**config.mk**
```make
export PLATFORM = sky130hd
export DESIGN_NAME = interrupt_controller
export DESIGN_NICKNAME = d
export VERILOG_FILES = /design/src/rtl/interrupt_controller.sv
export SDC_FILE = /design/constraint.sdc
export NUM_CORES = 1
export LEC_CHECK = 0
export BUFFER_PORTS_ARGS = -buffer_cell sky130_fd_sc_hd__buf_2
export CORE_ASPECT_RATIO = 0.7
export CORE_MARGIN = 1
export CORE_UTILIZATION = 53
export CTS_CLUSTER_SIZE = 30
export DETAILED_ROUTE_END_ITERATION = 8
export PLACE_DENSITY_LB_ADDON = 0.3
export REMOVE_ABC_BUFFERS = 1
export SLEW_MARGIN = 0
export SYNTH_ARGS = -nofsm -noshare
export SYNTH_HDL_FRONTEND = slang
export SYNTH_SLANG_ARGS = --single-unit
```
**constraint.sdc**
```tcl
create_clock -name clk -period 5.02 [get_ports clk]
set_clock_uncertainty 0.2 [all_clocks]
set_input_delay 1.004 -clock clk [delete_from_list [all_inputs] [get_ports clk]]
set_output_delay 1.004 -clock clk [all_outputs]
set_load 0.02 [all_outputs]
```
**src/rtl/interrupt_controller.sv**
```systemverilog
// interrupt_controller: synchronised edge/level interrupt capture with mask, fixed priority and ack/reti handshake
module interrupt_controller #(
  parameter int                 NUM_INT     = 8,
  parameter int                 SYNC_STAGES = 3,
  parameter logic [NUM_INT-1:0] LEVEL_MODE  = '0,
  parameter logic [26:0]        VECTOR_BASE = 27'd1,
  parameter int                 ID_W        = (NUM_INT > 1) ? $clog2(NUM_INT) : 1
) (
  input  logic               clk,
  input  logic               reset,
  input  logic [NUM_INT-1:0] int_in,
  input  logic               enable,
  input  logic               mask_we,
  input  logic [NUM_INT-1:0] mask_d,
  output logic [NUM_INT-1:0] mask_q,
  output logic [NUM_INT-1:0] pending_q,
  output logic [NUM_INT-1:0] overflow_q,
  input  logic [NUM_INT-1:0] ovf_clr,
  output logic               irq,
  output logic [ID_W-1:0]    irq_id,
  output logic [26:0]        irq_vector,
  input  logic               ack,
  input  logic               reti,
  output logic               in_service
);
  logic [SYNC_STAGES-1:0][NUM_INT-1:0] sync_q;
  logic [NUM_INT-1:0] prev_q, s, rise, set_v, clr, elig, pending_d, overflow_d;
  logic               ack_fire, irq_d, svc_d;
  logic [ID_W-1:0]    cand, id_d;
  always_comb begin
    s          = sync_q[SYNC_STAGES-1];
    rise       = s & ~prev_q;
    set_v      = (LEVEL_MODE & s) | (~LEVEL_MODE & rise);
    ack_fire   = ack & irq;
    clr        = ack_fire ? (NUM_INT'(1) << irq_id) : '0;
    pending_d  = (pending_q & ~clr) | set_v;
    overflow_d = (overflow_q & ~ovf_clr) | (~LEVEL_MODE & rise & pending_q & ~clr);
    elig       = pending_q & mask_q;
    cand       = '0;
    for (int i = NUM_INT - 1; i >= 0; i--) cand = elig[i] ? ID_W'(i) : cand;
    // a presented channel is held until ack; it only drops if it loses eligibility
    irq_d      = enable & ~in_service & ~ack & (irq ? elig[irq_id] : |elig);
    id_d       = (irq_d & ~irq) ? cand : irq_id;
    svc_d      = (in_service & ~reti) | ack_fire;
  end
  always_ff @(posedge clk or posedge reset) begin
    if (reset) begin
      sync_q     <= '0;
      prev_q     <= '0;
      mask_q     <= '0;
      pending_q  <= '0;
      overflow_q <= '0;
      irq        <= 1'b0;
      irq_id     <= '0;
      irq_vector <= VECTOR_BASE;
      in_service <= 1'b0;
    end else begin
      sync_q     <= {sync_q[SYNC_STAGES-2:0], int_in};
      prev_q     <= s;
      mask_q     <= mask_we ? mask_d : mask_q;
      pending_q  <= pending_d;
      overflow_q <= overflow_d;
      irq        <= irq_d;
      irq_id     <= id_d;
      irq_vector <= VECTOR_BASE + 27'(id_d);
      in_service <= svc_d;
    end
  end
endmodule

```
After elaboration in Yosys (flattened, before gate mapping):

Index checks and enable logic that the tools add are counted.

* register bits after elaboration: 65
* bits in latches: 0
* bits in writable memories: 0
* bits in read-only memories: 0
* output and inout port bits: 56
* logic and storage cells: 50
* memories: 0

* add/subtract/negate cells: 1
* multiply operators: 0
* divide/modulo/power cells: 0
* $lt $le $gt $ge: 1
* equality and inequality tests: 0
* shifts and indexed selects: 1
* multiplexer cells: 13
* bitwise operators: 22
* reductions and logical operators: 1

Operators with widths (count)
* $and A8 B8 Y8: 6
* $mux W3: 9
* $not A8 Y8: 3
* $or A8 B8 Y8: 2
* $mux W8: 1
* $reduce_or A8 Y1: 1
* $shl A1 B3 Y8 const A: 1
* $and A1 B1 Y1: 6
* $add A1 B3 Y4 const A: 1
* $lt A3 B4 Y1 const B: 1
* $not A1 Y1: 4
* $bmux W1 S3: 1
* $mux W1: 2
* $or A1 B1 Y1: 1

Logic depth before layout (Yosys ltp):

* depth in word-level cells: 11
* gate-level depth with buffers: 6

Least setup slack after synthesis:

Ideal clock, no wire load.

* kind: input to register
* from: in ack
* to: reg irq_vector[2]
* arrival time: 1.910 ns
* required time: 4.696 ns
* setup slack: 2.786 ns
* cell stages on the path: 5
* buffers on the path: 0
* path through: or4b_4 -> a21o_1 -> o21ai_2 -> inv_2 -> xnor2_1

* longest elaborated chain between the ends: 6

RTL lines
* from (decl): line 22 `input logic ack,`
* $not A1 Y1: line 42 `irq_d = enable & ~in_service & ~ack & (irq ? elig[irq_id] : |elig);`
* $and A1 B1 Y1 (2 in series): line 42
* $and A1 B1 Y1: line 43 `id_d = (irq_d & ~irq) ? cand : irq_id;`
* $mux W3: line 43
* named net id_d[2]: line 29 `logic [ID_W-1:0] cand, id_d;`
* $add A1 B3 Y4: line 65 `irq_vector <= VECTOR_BASE + 27'(id_d);`
* to (signal assigned): line 65
* to (decl): line 21 `output logic [26:0] irq_vector,`

The timed path passes the listed nets, and every way through them passes these cells.
A chain may end at the register's enable or synchronous reset.

Worst setup path in the final report:

* from: reg irq_id[0]
* to: out irq_id[0]

RTL lines
* from (decl): line 20 `output logic [ID_W-1:0] irq_id,`
* from (signal assigned): line 64 `irq_id <= id_d;`

No word-level cell between the ends.

==> results.yml <==
finish:
  syn2layout_area_growth_pct: 18.3
  seq_area_um2: 1630
  final_layout_size_suffix_gt1_share_pct: 34.3
  multi_input_area_um2: 732
  n_fill_cell: 346
  fin_nets: 299
  diodes: 0
global_route:
  grt-busiest-layer: "met2"
  grt_max_degree: 66
  grt_pass1_vias: 1509
  grtUsageMet1_pct: 26.6
  grtUsageMet2_pct: 30.1
  grtUsageMet3_pct: 9.75
  grt_pass1_wl_mm: 7.26
  grt_antenna_before_repair: 0
  grt_remaining_overflow: 0
  grt_usage_pct: 20.2
synth:
  synth_compound_area_share_pct: 11.7
  async_flop_share_pct: 100
  synth.distinct_cells: 37
  ys.flop_type: "dfrtp_1"
  postSynthCellCount: 199
  synthMuxAreaShare_pct: 4.50
  synth-seq-cells: 65
  yosysWarnings: 0
  ys_seq_area_share_pct: 65.0
  synthSimpleGateAreaFrac_pct: 9.20
  synth_top_family_by_area: "compound AO/OA/AOI/OAI gates"
  synth_adder_area_share_pct: 0
  synth-edff-count: 0
  synth_xor_area_share_pct: 0.350
  syn-cell-area_um2: 2500
  syn-mean-instance-area_um2: 12.6
worst_setup_path:
  max_stage_delay_ns: 0.60
  crit_start: "irq_id[0]"
  crit_end: "irq_id[0]"
  crit_cells: 1
  timing.rr.end: "irq_vector[1]"
  critPathKind: "flop to output port"
  path_cells: "buf_2"
  cp-start-kind: "flop"
  r2r_start: "mask_q[5]"
  reg2reg_depth: 5
  path_max_fanout: 14
  critPathBufInv: 1
  worst_path_max_delay_cell: "dfrtp_1"
  r2r_slack_ns: 3.15
  required_ns: 3.82
  cp.arrival_ns: 1.19
  critical_path.endpoint_type: "output port"
  path_delay_family: "flip-flops"
clocking:
  cts_hold_buf: 0
  numCtsBuffers: 9
  ctsLongestPathBuffers: 2
  path_clk_slew_ns: 0.07
  cts.sinks: 65
  post_cts_buffers: 0
  cts_resized: 0
  clock_latency_ns: 0.34
  tritoncts: "yes"
  htree_num_levels: 3
  cts_root_buffer: "clkbuf_8"
floorplan:
  start_util_pct: 56.5
  ios: 86
  fp.dieW_um: 84.2
  die_h_um: 59.5
  coreArea_um2: 4430
  fp-row-count: 20
  die_area_um2: 5010
run:
  drv_cap: 0
timing:
  setup_viol: 0
  finalCriticalPeriod_ns: 2.39
  final.setup.tns_ns: 0
  finalCritPeriodShare_pct: 47.6
  slew_violations: 0
  hold_viol: 0
  worst_slew_pin_slew_ns: 0.778
  rsz0062_at_grt: "false"
  max_freq_mhz: 418
  relSlewSlack_pct: 48.1
power:
  powerDensity_nw_per_um2: 413
  power.leakage_uw: 0.00143
  fin_total_pwr_uw: 1220
  max-vdd-ir-drop_uv: 241
min_path:
  hold_path.class: "flop to flop"
route:
  final_antenna_net_count: 0
  dr.pass1.iters: 6
  routed_wl_mm: 4.48
  drtIter0Drc: 122
  viasPerCell: 5.02
  drc: 14
  vias: 1652
  drt-wirelength-per-cell_um: 13.6
run_status:
  violations: "DRC"
  status: "finished, violations left"
placement:
  gp_congestion: 0.823
  portBuffers: 62
  dp_hpwl_mm: 3.17
-- cells in the mapped netlist, drive strengths merged (2+ instances only) --
| cell type | n | area (um2) |
|---|---|---|
| o211ai | 3 | 22.5 |
| buf | 24 | 178 |
| clkbuf | 2 | 7.51 |
| mux2 | 8 | 90.1 |
| o22ai | 8 | 50.1 |
| a22o | 3 | 26.3 |
| inv | 11 | 41.3 |
| o31ai | 2 | 15.0 |
| nand2 | 18 | 70.1 |
| nand2b | 10 | 62.6 |
| dfrtp | 64 | 1600 |
| a22oi | 4 | 30.0 |
| a21oi | 2 | 10.0 |
| nand3 | 4 | 20.0 |
| a21boi | 2 | 15.0 |
| a21o | 3 | 22.5 |
| o21ai | 13 | 68.8 |
| nor2 | 4 | 15.0 |
-- flip-flops by register name, summed over array words and instances, names as in the netlist, 3 cells and up --
name,count
s,8
mask_q,8
irq_vector,4
prev_q,8
overflow_q,8
sync_q,16
irq_id,3
pending_q,8
-- worst min-delay path by stage --
stage	start	to	depth (start not counted)
after floorplan	sync_q[8]	s[0]	0
after global placement	sync_q[10]	s[2]	0
after detailed placement	sync_q[11]	s[3]	0
after CTS	sync_q[4]	sync_q[12]	0
after global routing	sync_q[8]	s[0]	0
final	sync_q[4]	sync_q[12]	0
-- final cells by class --
class | count | share of cell area [%]
well taps | 55 | 2.32
flip-flops and latches | 65 | 55.0
clock buffers | 12 | 4.90
repair buffers | 63 | 10.7
inverters | 11 | 1.39
multi-input cells | 119 | 24.7
clock inverters | 4 | 0.972
-- where the power goes --
| part | internal [uW] | switching [uW] |
|---|---|---|
| Clock | 193 | 190 |
| Combinational | 81.8 | 137 |
| Sequential | 574 | 46.5 |
-- per-stage QoR --
step                      area [um2]  utilization [%]  hold WS, ns  cells  setup WS [ns]
after CTS                       2960             66.9        0.148    329           2.62
after global routing            2960             66.9        0.155    329           2.58
final                           2960             66.9        0.146    329           2.63
after global placement          2790             62.9        0.132    313           2.61
after floorplan                 2400                -        0.131    195           2.19
after detailed placement        2790             62.9        0.135    313           2.56
-- routing by layer --
metal / wire length [um] / share of wire (%)
met2: 2000 / 45
met1: 2120 / 47
met5: 0 / 0
met4: 21 / 0.47
met3: 329 / 7.4
-- cell usage in the layout (no fill, tap or decap), types with 2 or more instances in the layout --
cell and instances:
inv_1 9, a21boi_1 2, mux2_2 8, inv_2 2, a22o_1 3, nand3_1 4, nand2b_1 10, o22ai_1 8
conb_1 23, o21ai_0 8, o211ai_1 3, buf_2 62, dfrtp_1 64, clkbuf_1 2, a22oi_1 4, clkinvlp_4 2
nand2_1 17, a21oi_1 2, a21o_1 3, o21ai_1 4, nor2_1 4, o31ai_1 2, clkbuf_8 10
-- logic make-up (layout without fill, tap and decap cells) --
group / count (synthesis) / after routing
xor+xnor: 1 / 1
mux: 9 / 9
other cells: 1 / 23
flops: 65 / 65
buf+inv: 37 / 90
simple gates: 43 / 43
compound gates: 43 / 43
Note: power is estimated with default switching activity, not from simulation.
